## config.mk

```make
export PLATFORM = sky130hd
export DESIGN_NAME = pret_unit_flat
export DESIGN_NICKNAME = d
export VERILOG_FILES = /design/src/rtl/pret_if.sv /design/src/rtl/pret_unit.sv /design/src/flat_wrapper.sv
export SDC_FILE = /design/constraint.sdc
export NUM_CORES = 1
export LEC_CHECK = 0
export ABC_AREA = 1
export CAP_MARGIN = 20
export CORE_MARGIN = 3
export CORE_UTILIZATION = 35
export CTS_CLUSTER_SIZE = 28
export DETAILED_ROUTE_END_ITERATION = 6
export DONT_BUFFER_PORTS = 1
export GPL_TIMING_DRIVEN = 1
export PLACE_DENSITY_LB_ADDON = 0.05
export SLEW_MARGIN = 15
export SYNTH_ARGS = -nofsm -noshare
export SYNTH_HDL_FRONTEND = slang
export SYNTH_SLANG_ARGS = --single-unit
```

## constraint.sdc

```tcl
create_clock -name clk -period 4.26 [get_ports clk]
set_input_delay 0.426 -clock clk [delete_from_list [all_inputs] [get_ports clk]]
set_output_delay 0.426 -clock clk [all_outputs]
set_load 0.1 [all_outputs]
```

## src/rtl/pret_if.sv

```systemverilog
// pret_if: signal bundle between the pret_unit bitstream engine and the
// testbench / external stochastic circuit.
//
// Signals:
//   Bxs  [N] x W  binary inputs, value Bxs[i]/2^W; held stable while rst=1
//   Xs   N        generated unipolar bitstreams, bit i encodes Bxs[i]
//   Xcs  NC       constant 0.5 bitstreams (select lines)
//   Z    1        output bit of the external SC circuit
//   Bz   TW       scaled result, Bz/2^TW estimates P(Z=1) once done=1
//   done 1        run complete, sticky until reset
//
// Timing contract: there is no valid/ready handshake. Z is a combinational
// function of Xs/Xcs in the same cycle and is sampled on every rising edge
// while done=0. Bz is meaningful only when done=1.
interface pret_if #(
  parameter int W    = 6,
  parameter int N    = 2,
  parameter int NC   = 1,
  parameter int CORR = 0
) ();
  localparam int TW = (CORR != 0) ? W + NC : W * N + NC;

  logic [W-1:0]  Bxs [N-1:0];
  logic [N-1:0]  Xs;
  logic [NC-1:0] Xcs;
  logic          Z;
  logic [TW-1:0] Bz;
  logic          done;

  modport master (output Bxs, output Z, input Xs, input Xcs, input Bz, input done);
  modport slave  (input Bxs, input Z, output Xs, output Xcs, output Bz, output done);
endinterface

```

## src/rtl/pret_unit.sv

```systemverilog
// pret_unit: stochastic-computing bitstream engine with progressive-precision
// early termination. The binary inputs are captured at reset, turned into
// bitstreams driven into an external combinational SC circuit, and the
// circuit's output Z is counted for exactly 2^L cycles, where L is the
// stream length the inputs' actual precision needs.
//
// Ports:
//   clk  rising-edge clock
//   rst  synchronous active-high reset; captures bus.Bxs and starts a run
//   bus  pret_if.slave (Bxs, Z in; Xs, Xcs, Bz, done out)
//
// NC must be at least 1.
module pret_unit #(
  parameter int W    = 6,
  parameter int N    = 2,
  parameter int NC   = 1,
  parameter int CORR = 0
) (
  input  logic   clk,
  input  logic   rst,
  pret_if.slave  bus
);
  localparam int TW = (CORR != 0) ? W + NC : W * N + NC;
  localparam int PW = $clog2(W + 1);
  localparam int LW = $clog2(TW + 1) + 1;

  logic [W-1:0]  bx_q [N-1:0];
  logic [TW-1:0] c_q, c_d;
  logic [TW:0]   cnt_q, cnt_d;
  logic [TW-1:0] bz_q, bz_d;
  logic          done_q, done_d;

  logic [PW-1:0] prec [N-1:0];
  logic [PW-1:0] pmax;
  logic [LW-1:0] len_l;
  logic [TW:0]   last_c;
  logic          at_last;
  logic [N-1:0]  xs;

  // Precision of each input: W minus its trailing zeros, 0 for a zero input.
  // The scan runs MSB to LSB so the lowest set bit wins.
  always_comb begin
    pmax = '0;
    for (int i = 0; i < N; i++) begin
      prec[i] = '0;
      for (int k = W - 1; k >= 0; k--) begin
        if (bx_q[i][k]) prec[i] = PW'(W - k);
      end
      if (prec[i] > pmax) pmax = prec[i];
    end
  end

  // Stream length exponent and the terminal counter value 2^L - 1.
  always_comb begin
    len_l = LW'(NC);
    if (CORR != 0) begin
      len_l = len_l + LW'(pmax);
    end else begin
      for (int i = 0; i < N; i++) len_l = len_l + LW'(prec[i]);
    end
    last_c  = ((TW + 1)'(1) << len_l) - (TW + 1)'(1);
    at_last = ({1'b0, c_q} == last_c);
  end

  // Stream generation. The counter is mixed-radix, LSB first: NC select
  // bits, then one Pi-bit field per input (or one shared Pmax field when
  // correlated). Bit-reversing a Pi-bit field walks the multiples of
  // 2^(W-Pi), so each stream is exact over its period.
  logic [TW-1:0] fld_raw;
  logic [W:0]    one_sh;
  logic [W-1:0]  fld;
  logic [W-1:0]  rev;
  logic [LW-1:0] off;

  always_comb begin
    xs      = '0;
    off     = LW'(NC);
    fld_raw = '0;
    one_sh  = '0;
    fld     = '0;
    rev     = '0;
    for (int i = 0; i < N; i++) begin
      if (CORR != 0) begin
        fld_raw = c_q >> NC;
        one_sh  = (W + 1)'(1) << pmax;
      end else begin
        fld_raw = c_q >> off;
        one_sh  = (W + 1)'(1) << prec[i];
        off     = off + LW'(prec[i]);
      end
      fld = fld_raw[W-1:0] & W'(one_sh - (W + 1)'(1));
      for (int k = 0; k < W; k++) rev[W-1-k] = fld[k];
      xs[i] = !done_q && (rev < bx_q[i]);
    end
  end

  // Counting and termination.
  logic [TW:0] cnt_sum;
  logic [TW:0] shifted;

  always_comb begin
    c_d     = c_q;
    cnt_d   = cnt_q;
    bz_d    = bz_q;
    done_d  = done_q;
    cnt_sum = cnt_q + {{TW{1'b0}}, bus.Z};
    shifted = cnt_sum << (LW'(TW) - len_l);
    if (!done_q) begin
      cnt_d = cnt_sum;
      if (at_last) begin
        done_d = 1'b1;
        // Only a full-length run with Z stuck at 1 reaches 2^TW.
        bz_d   = shifted[TW] ? '1 : shifted[TW-1:0];
      end else begin
        c_d = c_q + 1'b1;
      end
    end
  end

  always_ff @(posedge clk) begin
    if (rst) begin
      for (int i = 0; i < N; i++) bx_q[i] <= bus.Bxs[i];
      c_q    <= '0;
      cnt_q  <= '0;
      bz_q   <= '0;
      done_q <= 1'b0;
    end else begin
      c_q    <= c_d;
      cnt_q  <= cnt_d;
      bz_q   <= bz_d;
      done_q <= done_d;
    end
  end

  assign bus.Xs   = xs;
  assign bus.Xcs  = done_q ? '0 : c_q[NC-1:0];
  assign bus.Bz   = bz_q;
  assign bus.done = done_q;
endmodule

```

## src/flat_wrapper.sv

```systemverilog
// flat-port wrapper written by rule: the top's interface ports become plain ports
module pret_unit_flat 
#(
  parameter int W    = 6,
  parameter int N    = 2,
  parameter int NC   = 1,
  parameter int CORR = 0
)
  (clk, rst, bus_Bxs, bus_Z, bus_Xs, bus_Xcs, bus_Bz, bus_done);
  pret_if #(.W(W), .N(N), .NC(NC), .CORR(CORR)) bus_i ();
  input  logic clk;
  input  logic rst;
  input wire logic [$bits(bus_i.Bxs)-1:0] bus_Bxs;
  input wire logic [$bits(bus_i.Z)-1:0] bus_Z;
  output wire logic [$bits(bus_i.Xs)-1:0] bus_Xs;
  output wire logic [$bits(bus_i.Xcs)-1:0] bus_Xcs;
  output wire logic [$bits(bus_i.Bz)-1:0] bus_Bz;
  output wire logic [$bits(bus_i.done)-1:0] bus_done;
  assign bus_i.Bxs = {>>{bus_Bxs}};
  assign bus_i.Z = bus_Z;
  assign bus_Xs = bus_i.Xs;
  assign bus_Xcs = bus_i.Xcs;
  assign bus_Bz = bus_i.Bz;
  assign bus_done = bus_i.done;
  pret_unit #(.W(W), .N(N), .NC(NC), .CORR(CORR)) u_core (.clk(clk), .rst(rst), .bus(bus_i));
endmodule
```

## Word level (Yosys, flattened, before mapping)

Memories as Yosys holds them, arrays and structs flattened.
Index checks and enable logic that the tools add are counted.

| storage, ports and cells | value |
|---|---|
| bits in registers | 41 |
| bits in writable memories | 12 |
| input bits | 15 |
| memories kept | 1 |

| cells by class | value |
|---|---|
| $add $sub $neg | 8 |
| order comparisons | 2 |
| equal/unequal tests | 1 |
| shifts and indexed selects | 5 |
| multiplexer cells | 18 |
| bitwise logic cells | 4 |
| reductions and logical operators | 5 |

Memory list:

| name | depth | width | rd ports | clocked after memory_dff | wr ports | line | RTL |
|---|---|---|---|---|---|---|---|
| u_core.bx_q | 2 | 6 | 2 | 0 | 2 | pret_unit.sv:27 | `logic [W-1:0] bx_q [N-1:0];` |

Operators with widths:

| kind | count |
|---|---|
| $mux W3 | 8 |
| $add A14 B1 Y14 | 1 |
| $eq A13 B14 Y1 | 1 |
| $shl A1 B5 Y14 const A | 1 |
| $shl A14 B5 Y14 | 1 |
| $sub A14 B2 Y14 const B | 1 |
| $add A13 B1 Y13 const B | 1 |
| $mux W13 | 1 |
| $shr A13 B5 Y6 | 1 |
| $and A6 B6 Y6 | 2 |
| $lt A6 B6 Y1 | 2 |
| $shl A1 B3 Y6 const A | 2 |
| $sub A6 B1 Y6 const B | 2 |
| $mux W1 | 7 |
| $add A5 B3 Y5 | 1 |
| $sub A4 B5 Y5 const A | 1 |
| $add A1 B3 Y4 const A | 1 |
| $mux W2 | 2 |
| $reduce_and A2 Y1 | 2 |
| $logic_and A1 B1 Y1 | 2 |
| $not A1 Y1 | 2 |
| $logic_not A1 Y1 | 1 |

## Depth between registers and ports, before layout

Gate-level depths: netlist of the first run.
An unclocked memory read counts as a cell.

| logic depth | value |
|---|---|
| word-level depth | 14 |
| mapped depth | 30 |
| mapped depth without buffers | 29 |

## Worst setup path after synthesis of the first run

Ideal clock, no wire load.

| path | value |
|---|---|
| path kind | register -> output |
| start point | memory u_core.bx_q[0][3] |
| end point | output bus_Xs[0] |
| data arrival time | 5.040 ns |
| required time | 3.834 ns |
| path slack | -1.206 ns |
| cell stages (with the launch flop) | 23 |
| path through | edfxtp_1 -> inv_1 -> o21ai_0 -> nand2_1 -> nand2_1 -> nand2_1 -> clkbuf_1 -> ha_1 -> inv_1 -> nor2_1 -> inv_1 -> ha_1 -> nand3_1 -> o21ai_0 -> nand2_1 -> nor2_1 -> ha_1 -> a21boi_0 -> o21a_1 -> o21a_1 -> o21ai_0 -> nand2_1 -> a211oi_1 |

RTL lines:

| element | line | RTL |
|---|---|---|
| start: declaration | pret_unit.sv:27 |  |
| end: declaration | flat_wrapper.sv:15 | `output wire logic [$bits(bus_i.Xs)-1:0] bus_Xs;` |

==> flow_summary_export.csv, run 1 <==
group,metric,value,unit
status,outcome,"finished, final reports clean",
floorplan,fp.dieW,121.2,µm
synthesis,ys_warn_count,0,
global_routing,antenna_found_initial,0,
placement,hpwl,10730,µm
global_routing,grt.total_usage,19.27,%
clock_tree,h-tree-depth,2,
timing,hold_violations,0,
global_routing,grt_max_degree,52,
synthesis,synth_xor_area_share,3.018,%
synthesis,syn_nets,797,
worst_setup_path,cp_slowest_cell,"edfxtp_1",
detailed_routing,wl_per_cell,15.01,µm
worst_setup_path,crit_arrival,3640,ps
floorplan,dieArea,14680,µm²
synthesis,synthAdderAreaFrac,6.629,%
global_routing,grt_pass1_wl,22630,µm
timing,post-route-min-period,4067,ps
finish,seqCellArea,1181,µm²
detailed_routing,drt_iter0_markers,334,
clock_tree,clock-sinks,53,
synthesis,muxShareOfSynthArea,0,%
worst_setup_path,crit_top_cell,"nand2_1",
placement,placedCellCount,924,
clock_tree,ctsHoldBuffers,0,
worst_setup_path,required,3830,ps
synthesis,yosys.area.top_type_share,17.68,%
global_routing,overflow,0,
synthesis,synth_simple_gate_area_share,42.09,%
worst_setup_path,path_cells,"inv_1 -> o21ai_1 -> nand2_1 -> nand2_2 -> nand2_4 -> inv_2 -> buf_4 -> ha_1 -> nand2_1 -> ha_2 -> nand3_2 -> o21ai_2 -> nand2_1 -> nor2_1 -> ha_1 -> a21boi_2 -> o21a_1 -> o21a_1 -> o21ai_1 -> nand2_1 -> a211oi_4 -> buf_12",
worst_setup_path,crit_path_max_fanout,5,
hold_path,hold_class,"input port to flip-flop",
synthesis,synthFlopType,"dfxtp_1",
clock_tree,clk_path_buf_depth,2,
timing,slew_viol_final,0,
detailed_routing,drt-total-wl,14090,µm
synthesis,synth.distinct_cells,46,
synthesis,synth_seq_cells,53,
power,static-leakage-power,2.372,nW
floorplan,num_io_pins,32,
detailed_routing,drc,0,
placement,place_ws,85.56,ps
timing,min_period_over_period,95.47,%
placement,gp_congestion,0.9084,
synthesis,synth.yosys.seq_area_share,25.44,%
finish,syn2layout_area_growth,12.96,%
clock_tree,cts_tree,"yes",
timing,relSlewSlack,29.16,%
finish,drive_above_1_share,10.82,%
finish,postLayoutCoreUtil,41.06,%
worst_setup_path,crit_path_end_kind,"output port",
global_routing,grt_pass1_vias,4591,
run,maxCapViolations,0,
timing,worst_slew_pin_slew,1061,ps
synthesis,synth_edf_count,12,
finish,multiInputGateArea,3088,µm²
worst_setup_path,critPathKind,"flip-flop to output port",
placement,io_buffers,0,
floorplan,initial_core_util,36.35,%
clock_tree,path_clk_slew,70,ps
floorplan,coreArea,12770,µm²
synthesis,yosys.area.top_type,"dfxtp_1",
synthesis,synth_top_family_by_area,"simple AND/OR/NAND/NOR gates",
synthesis,syn-mean-instance-area,6.126,µm²
finish,fillers,1374,
clock_tree,cts_root_buf,"clkbuf_16",
synthesis,synthCells,758,
synthesis,synth_compound_area_share,12.18,%
floorplan,dieHeight,121.2,µm
synthesis,netlist_area,4643,µm²
worst_setup_path,slowest_delay,400,ps
timing,worst_clock_skew,3.092,ps
power,ir_drop,169.1,µV
detailed_routing,viasPerCell,5.138,
floorplan,rows,41,
detailed_routing,final_antenna_net_count,0,
timing,finalSetupViolCount,0,
timing,finalWorstSetupSlack,192.9,ps
power,p_per_area,376.1,nW/µm²
synthesis,synthArstFlopShare,0,%
finish,finish.instance_area,5245,µm²
timing,fmax,0.2459,GHz
clock_tree,cts_buffers,5,
clock_tree,clk_latency,300,ps
finish,final_cell_count_no_fill,939,
finish,antenna_cells,0,
synthesis,yosys-top-cells-area,"dfxtp_1, nand2_1, nand3_1, edfxtp_1, inv_1",
detailed_routing,via_count,4825,
detailed_routing,drtPass1Iterations,5,
worst_setup_path,worstSetupStartpointType,"flip-flop",
placement,dpl-instance-area,4925,µm²
finish,fin_nets,806,
## sequential cells by signal, indices dropped and copies added, names as in the netlist
register         count
u_core.bus.Bz       13
u_core.bus.done      1
u_core.bx_q         12
u_core.c_q          13
u_core.cnt_q        14
## cells in the final DEF, fill, tap and decap left out, drive strengths merged, types with 2 or more instances in the layout
master and n:
o211ai 12, o21ai 37, dfxtp 41, buf 30, ha 23, clkinv 2
inv 93, nor3 8, nor4 4, nor2 84, nand4 22, a21boi 2
clkbuf 7, o2111ai 2, nand3b 4, nand2 225, a21oi 33, o21a 2
xor2 15, nand3 96, edfxtp 12
## metrics by stage
stage	power, mW	TNS, ps	hold WS (ps)
2_1_floorplan	1.267	0	452.6
3_3_place_gp	1.521	0	477.3
5_1_grt	2.137	-22.26	177.1
3_5_place_dp	1.519	0	480.7
6_report	1.973	0	183.0
4_1_cts	1.949	0	175.8
## what timing repair did
| item | in CTS | in global routing |
|---|---|---|
| gates cloned | 0 | 1 |
| setup buffers | 0 | 7 |
| pin swaps | 1 | 16 |
| resized for setup | 3 | 26 |
| endpoints found under the setup margin | 1 | 28 |
## metal layers
layer  global-route usage (%)  routed length [µm]  vias to the layer above
li1                         -                   -                     2508
met1                    23.92                6380                     2195
met2                    33.80                6843                      100
met3                    3.357                 510                       22
met4                    6.232                 355                        0
met5                        0                   0                        -
## logic make-up after synthesis
group / after synthesis
AOI/OAI and AO/OA: 97
DFF: 53
and+or+nand+nor: 444
adders and majority gates: 24
xor gates and xnor gates: 16
buffers and inverters: 124
## path summary, 6_finish.rpt
path	from	to	slack, ps	cells after the start
min	rst	u_core.c_q[1]	180	1
max	u_core.bx_q[0][3]	bus_Xs[0]	190	22
min reg2reg	u_core.c_q[12]	u_core.c_q[12]	490	2
max reg2reg	u_core.bx_q[0][3]	u_core.bus.Bz[4]	370	28
## synth_stat cells (all sizes together) (2+ instances only)
| library cell | count |
|---|---|
| o21ai | 37 |
| nor4 | 4 |
| inv | 92 |
| nand4 | 22 |
| a21oi | 33 |
| o211ai | 12 |
| edfxtp | 12 |
| nand3b | 4 |
| o21a | 2 |
| nand2 | 225 |
| xor2 | 15 |
| a21boi | 2 |
| buf | 9 |
| nor3 | 8 |
| nor2 | 84 |
| clkbuf | 20 |
| clkinv | 3 |
| o2111ai | 2 |
| ha | 23 |
| nand3 | 95 |
| dfxtp | 41 |
## critical path, delay by kind of cell, from the launching register on
kind / cells / cell delay [ps]
AOI/OAI and AO/OA: 7 / 1030
and+or+nand+nor: 8 / 780
adders and majority gates: 3 / 640
buffers and inverters: 4 / 480
DFF: 1 / 400
## report_power, final
| part | internal (mW) | switching (mW) | total (mW) |
|---|---|---|---|
| logic | 0.335 | 0.675 | 1.01 |
| registers | 0.529 | 0.0141 | 0.543 |
| clock network | 0.232 | 0.189 | 0.420 |
## area by class of cell
class / count / share of cell area, %
timing repair buffer: 30 / 4.986
inverter: 95 / 6.799
sequential: 53 / 22.52
clock buffer: 7 / 2.719
tap: 172 / 4.103
multi-input combinational: 582 / 58.87
(Power assumes the default switching activity.)
==> run 2: changes to the inputs <==
--- a/config.mk
+++ b/config.mk
@@ -9,7 +9,6 @@
 export CAP_MARGIN = 20
 export CORE_MARGIN = 3
 export CORE_UTILIZATION = 35
-export CTS_CLUSTER_SIZE = 28
 export DETAILED_ROUTE_END_ITERATION = 6
 export DONT_BUFFER_PORTS = 1
 export GPL_TIMING_DRIVEN = 1
==> constraint.sdc (replaced) <==
create_clock -name clk -period 3.65 [get_ports clk]
set_input_delay 0.1825 -clock clk [delete_from_list [all_inputs] [get_ports clk]]
set_output_delay 0.1825 -clock clk [all_outputs]
set_load 0.1 [all_outputs]
==> run 2 against run 1 <==
The flow now finishes with violations (setup timing). Via count up 7.7%. Critical path depth is the same. Total power is 30% higher. Non-clock buffer count up 64.
==> flow_summary_export.csv, run 2 (synthesized netlist as in run 1, its figures left out) <==
group,metric,value,unit
placement,io_buffers,0,
worst_setup_path,path_cells,"inv_1 -> buf_4 -> buf_4 -> buf_4 -> buf_4 -> buf_4 -> buf_4 -> buf_4 -> buf_4 -> buf_4 -> buf_4 -> buf_4 -> buf_4 -> buf_4 -> buf_4 -> buf_4 -> ha_4 -> o21a_1 -> o21ai_1 -> nand2_1 -> a211oi_4 -> buf_12",
finish,postLayoutCoreUtil,47.95,%
global_routing,antenna_found_initial,0,
finish,mostFrequentLayoutCell,"nand2_1",
global_routing,grt_pass1_vias,5256,
clock_tree,clk_path_buf_depth,2,
timing,worst_slew_pin_slew,977.1,ps
worst_setup_path,crit_path_end,"bus_Xs[0]",
floorplan,num_io_pins,32,
floorplan,dieHeight,121.2,µm
clock_tree,clock-sinks,53,
timing,finalWorstSetupSlack,-165.2,ps
floorplan,coreArea,12770,µm²
detailed_routing,drt-total-wl,15200,µm
power,power_frac_seq,24.6,%
detailed_routing,wl_per_cell,15.12,µm
finish,final_cell_mix,"nand2_1, nand3_1, inv_1, nor2_1, buf_4",
finish,final_cell_count_no_fill,1005,
detailed_routing,drt_iter0_markers,262,
worst_setup_path,r2r_end,"u_core.c_q[6]",
finish,largest_reg_flops,14,
power,p_sw,1.100,mW
worst_setup_path,crit_top_cell,"buf_4",
hold_path,hold_class,"input port to flip-flop",
timing,holdWs,32.33,ps
worst_setup_path,crit_arrival,3630,ps
worst_setup_path,reg2regPathDepth,24,
detailed_routing,drtPass1Iterations,5,
clock_tree,h-tree-depth,2,
global_routing,grtUsageMet3,3.357,%
power,swShare,42.78,%
worst_setup_path,cp_slowest_cell,"edfxtp_1",
finish,fin_nets,871,
worst_setup_path,worstSetupStartpointType,"flip-flop",
worst_setup_path,cp_num_buf_inv,17,
global_routing,grt_pass1_wl,25380,µm
power,p_per_area,420.0,nW/µm²
finish,drive_above_1_share,22.81,%
status,violations,"setup timing",
worst_setup_path,crit_path_end_kind,"output port",
timing,post-route-min-period,3815,ps
worst_setup_path,critPathKind,"flip-flop to output port",
global_routing,use_met1,25.39,%
global_routing,use_met2,38.76,%
power,combinationalPowerShare,54.3,%
global_routing,grt.total_usage,21.56,%
clock_tree,path_clk_slew,70,ps
worst_setup_path,required,3470,ps
clock_tree,cts_tree,"yes",
placement,gp_congestion,0.9254,
global_routing,overflow,0,
hold_path,min_path_cells,3,
timing,finalSetupViolCount,19,
timing,fmax,0.2621,GHz
clock_tree,cts_buffers,5,
finish,fillers,1326,
finish,antenna_cells,0,
placement,place_ws,-122.1,ps
global_routing,grt_max_degree,53,
clock_tree,cts_root_buf,"clkbuf_16",
detailed_routing,via_count,5195,
detailed_routing,final_antenna_net_count,0,
power,ir_drop,244.0,µV
worst_setup_path,crit_family,"buffers and inverters",
worst_setup_path,r2r_setup_slack,-60,ps
floorplan,fp.dieW,121.2,µm
global_routing,grt_busiest_layer,"met2",
worst_setup_path,startpoint,"u_core.bx_q[0][3]",
placement,placedCellCount,949,
floorplan,rows,41,
worst_setup_path,crit_cells,22,
detailed_routing,viasPerCell,5.169,
timing,min_period_over_period,104.5,%
power,p_int,1.472,mW
detailed_routing,drc,0,
timing,slew_viol_final,0,
worst_setup_path,crit_path_max_fanout,2,
power,static-leakage-power,2.768,nW
placement,hpwl,11250,µm
power,pwr-share-clk,21.1,%
timing,relSlewSlack,34.77,%
timing,rsz0062_at_grt,"true",
timing,hold_violations,0,
finish,syn2layout_area_growth,31.91,%
timing,worst_clock_skew,5.921,ps
worst_setup_path,slowest_delay,380,ps
floorplan,dieArea,14680,µm²
clock_tree,clk_latency,310,ps
worst_setup_path,r2r-start,"u_core.bx_q[0][4]",
status,outcome,"finished with violations",
floorplan,initial_core_util,36.35,%
finish,largest_register,"u_core.cnt_q",
run,maxCapViolations,0,
-- run 2: cell type report --
| type | count | area [µm²] | area share [%] |
|---|---|---|---|
| sequential | 53 | 1181 | 19.28 |
| tap | 172 | 215.2 | 3.514 |
| multi-input combinational | 583 | 3383 | 55.24 |
| clock buffer | 8 | 167.7 | 2.737 |
| timing repair buffer | 94 | 810.8 | 13.24 |
| inverter | 95 | 366.6 | 5.986 |
-- run 2: how the worst min path moves through the flow --
| stage | from | endpoint | slack (ps) |
|---|---|---|---|
| after floorplan | rst | u_core.c_q[0] | 250 |
| after global placement | rst | u_core.bus.done | 250 |
| after detailed placement | rst | u_core.bus.done | 250 |
| after CTS | rst | u_core.cnt_q[4] | 20 |
| after global routing | rst | u_core.cnt_q[4] | 50 |
| final | rst | u_core.cnt_q[4] | 30 |
-- run 2: metal layers --
layer / part of all wire (%) / wire length [µm]
met5: 0 / 0
met2: 50 / 7666
met4: 3.2 / 490
met3: 3.4 / 524
met1: 43 / 6519
-- run 2: power groups by stage --
| stage | sequential (mW) | combinational [mW] | clock, mW |
|---|---|---|---|
| 2_1_floorplan | 0.638 | 0.864 | 0 |
| 3_3_place_gp | 0.645 | 1.25 | 0 |
| 3_5_place_dp | 0.645 | 1.25 | 0 |
| 4_1_cts | 0.632 | 1.35 | 0.568 |
| 5_1_grt | 0.634 | 1.56 | 0.583 |
| 6_report | 0.632 | 1.40 | 0.544 |
-- run 2: what timing repair did --
item | in CTS | in global routing
buffers inserted | 27 | 6
endpoints found under the setup margin | 28 | 28
gates resized for setup | 60 | 30
pin swaps | 41 | 30
hold buffers | 13 | 0
endpoints found under the hold margin | 37 | 0
gates cloned | 1 | 1
-- run 2: worst min-delay path: cells and delay by family --
kind | cells | cell delay, ps
AOI/OAI and AO/OA | 2 | 80
buffers and inverters | 1 | 40
-- run 2: metrics by stage --
stage          TNS, ps  power [mW]  cell area, µm²
3_3_place_gp     -1054       1.891            5202
5_1_grt          -7201       2.780            6125
6_report        -485.9       2.572            6125
4_1_cts          -1824       2.552            5953
3_5_place_dp     -2153       1.894            5202
2_1_floorplan    -2966       1.502            4751
==> run 3: changes to the inputs <==
--- a/config.mk
+++ b/config.mk
@@ -13,6 +13,7 @@
 export DONT_BUFFER_PORTS = 1
 export GPL_TIMING_DRIVEN = 1
 export PLACE_DENSITY_LB_ADDON = 0.05
+export SETUP_SLACK_MARGIN = 0.15
 export SLEW_MARGIN = 15
 export SYNTH_ARGS = -nofsm -noshare
 export SYNTH_HDL_FRONTEND = slang
==> run 3 against run 2 <==
The flow still finishes with violations (setup timing). Global-route usage is 0.44 points lower. Clock skew is 0.98 ps higher. Non-clock buffer count is 4 higher. Sequential cell count stayed put. Clock power is 1% lower. Sequential power hardly changed. Worst setup slack better by 49 ps. Die area stayed put. First-iteration DRC count is 67% higher. Clock-buffer cell count stayed put. Sequential share of layout area is 0.082 points lower. Via count is 0.52% higher. Largest cell class unchanged. Largest power group unchanged.
==> flow_summary_export.csv, run 3 (synthesized netlist as in run 1, its figures left out) <==
group,metric,value,unit
placement,placedCellCount,947,
worst_setup_path,r2r-start,"u_core.bx_q[0][3]",
clock_tree,h-tree-depth,2,
clock_tree,cts_tree,"yes",
global_routing,overflow,0,
floorplan,coreArea,12770,µm²
clock_tree,clk_latency,300,ps
hold_path,hold_class,"input port to flip-flop",
hold_path,holdPathEnd,"u_core.cnt_q[4]",
timing,post-route-min-period,3766,ps
worst_setup_path,crit_path_end_kind,"flip-flop",
power,swShare,42.27,%
status,violations,"setup timing",
placement,hpwl,10910,µm
clock_tree,clock-sinks,53,
floorplan,dieHeight,121.2,µm
timing,min_period_over_period,103.2,%
finish,mostFrequentLayoutCell,"nand2_1",
power,static-leakage-power,2.792,nW
finish,multiInputGateArea,3322,µm²
global_routing,grt_pass1_vias,5105,
power,ir_drop,244.0,µV
finish,drive_above_1_share,22.37,%
clock_tree,path_clk_slew,70,ps
finish,fillers,1282,
floorplan,fp.dieW,121.2,µm
finish,seqCellArea,1181,µm²
finish,finish.instance_area,6151,µm²
global_routing,grt.total_usage,21.13,%
timing,worst_clock_skew,6.901,ps
power,power_frac_seq,24.5,%
worst_setup_path,cp_slowest_cell,"fa_2",
timing,worst_slew_pin_slew,982.9,ps
timing,finalSetupTns,-1881,ps
finish,fin_nets,874,
finish,final_cell_mix,"nand2_1, nand3_1, inv_1, buf_4, nor2_1",
status,outcome,"finished with violations",
floorplan,initial_core_util,36.35,%
finish,syn2layout_area_growth,32.47,%
floorplan,num_io_pins,32,
clock_tree,cts_buffers,5,
timing,hold_violations,0,
worst_setup_path,r2r_setup_slack,-120,ps
worst_setup_path,worstSetupStartpointType,"flip-flop",
power,p_int,1.494,mW
timing,slew_viol_final,0,
detailed_routing,wl_per_cell,14.99,µm
worst_setup_path,r2r_end,"u_core.c_q[6]",
clock_tree,clk_path_buf_depth,2,
hold_path,min_path_cells,3,
placement,gp_congestion,0.8688,
detailed_routing,drt-total-wl,15110,µm
worst_setup_path,cp_num_buf_inv,6,
power,finalPower,2.589,mW
worst_setup_path,slowest_delay,520,ps
worst_setup_path,crit_path_max_fanout,8,
detailed_routing,final_antenna_net_count,0,
timing,holdWs,31.36,ps
finish,largest_reg_flops,14,
global_routing,grt_max_degree,34,
worst_setup_path,critPathKind,"flip-flop to flip-flop",
timing,rsz0062_at_grt,"true",
placement,io_buffers,0,
detailed_routing,drc,0,
run,maxCapViolations,0,
detailed_routing,viasPerCell,5.181,
power,p_per_area,420.8,nW/µm²
clock_tree,cts_root_buf,"clkbuf_16",
timing,finalSetupViolCount,28,
detailed_routing,drtPass1Iterations,6,
power,combinationalPowerShare,54.8,%
worst_setup_path,required,3890,ps
finish,final_cell_count_no_fill,1008,
power,p_sw,1.094,mW
hold_path,min_from,"rst",
timing,finalWorstSetupSlack,-115.8,ps
finish,largest_register,"u_core.cnt_q",
floorplan,dieArea,14680,µm²
worst_setup_path,crit_arrival,4010,ps
worst_setup_path,startpoint,"u_core.bx_q[0][3]",
global_routing,antenna_found_initial,0,
floorplan,rows,41,
finish,antenna_cells,0,
timing,relSlewSlack,34.38,%
global_routing,grt_pass1_wl,24740,µm
detailed_routing,drt_iter0_markers,437,
power,pwr-share-clk,20.7,%
detailed_routing,via_count,5222,
timing,fmax,0.2655,GHz
placement,dpl-instance-area,5187,µm²
placement,place_ws,-131.6,ps
finish,postLayoutCoreUtil,48.15,%
worst_setup_path,crit_family,"simple AND/OR/NAND/NOR gates",
worst_setup_path,reg2regPathDepth,26,
-- run 3: changes by cell type in the layout (fill, tap and decap cells not counted), sizes merged --
cell	change
inv	+1
clkinv	-1
buf	+3
nand2	-1
dlygate4sd3	+1
-- run 3: worst max-delay path by stage --
stage | to | slack (ps) | depth (start not counted)
6_report | u_core.c_q[6] | -120 | 26
5_1_grt | u_core.bus.Bz[7] | -390 | 28
2_1_floorplan | bus_Xs[0] | -150 | 20
3_5_place_dp | u_core.bus.Bz[1] | -130 | 25
3_3_place_gp | u_core.bus.Bz[1] | -80 | 25
4_1_cts | bus_Xs[0] | -110 | 22
-- run 3: layout make-up --
| type | instances | area share (%) |
|---|---|---|
| Multi-Input combinational cell | 582 | 54.01 |
| Sequential cell | 53 | 19.20 |
| Timing Repair Buffer | 98 | 14.65 |
| Inverter | 95 | 5.919 |
| Tap cell | 172 | 3.499 |
| Clock buffer | 8 | 2.726 |
-- run 3: per-layer routing --
| layer | up-vias | GRT usage [%] | part of all wire [%] |
|---|---|---|---|
| met5 | - | 0 | 0 |
| met4 | 0 | 8.193 | 2.8 |
| met2 | 143 | 38.03 | 50 |
| li1 | 2645 | - | - |
| met3 | 29 | 3.450 | 4.9 |
| met1 | 2405 | 24.99 | 42 |
-- run 3: power by group through the flow --
| stage | registers, mW | clock network (mW) | logic (mW) |
|---|---|---|---|
| after floorplan | 0.638 | 0 | 0.865 |
| after global placement | 0.645 | 0 | 1.21 |
| after detailed placement | 0.645 | 0 | 1.21 |
| after CTS | 0.633 | 0.557 | 1.32 |
| after global routing | 0.636 | 0.573 | 1.58 |
| final | 0.633 | 0.537 | 1.42 |
-- run 3: repair_timing --
action,4_1_cts,5_1_grt
gates resized for setup,41,41
setup buffers,27,10
pin swaps,27,26
endpoints found under the hold margin,37,0
cloned,2,0
setup endpoints to repair,28,29
hold buffers,13,0
-- run 3: tightest hold or removal path, stage by stage --
cell     delay [ps]
a21oi_1          20
o21ai_0          60
inv_1            40
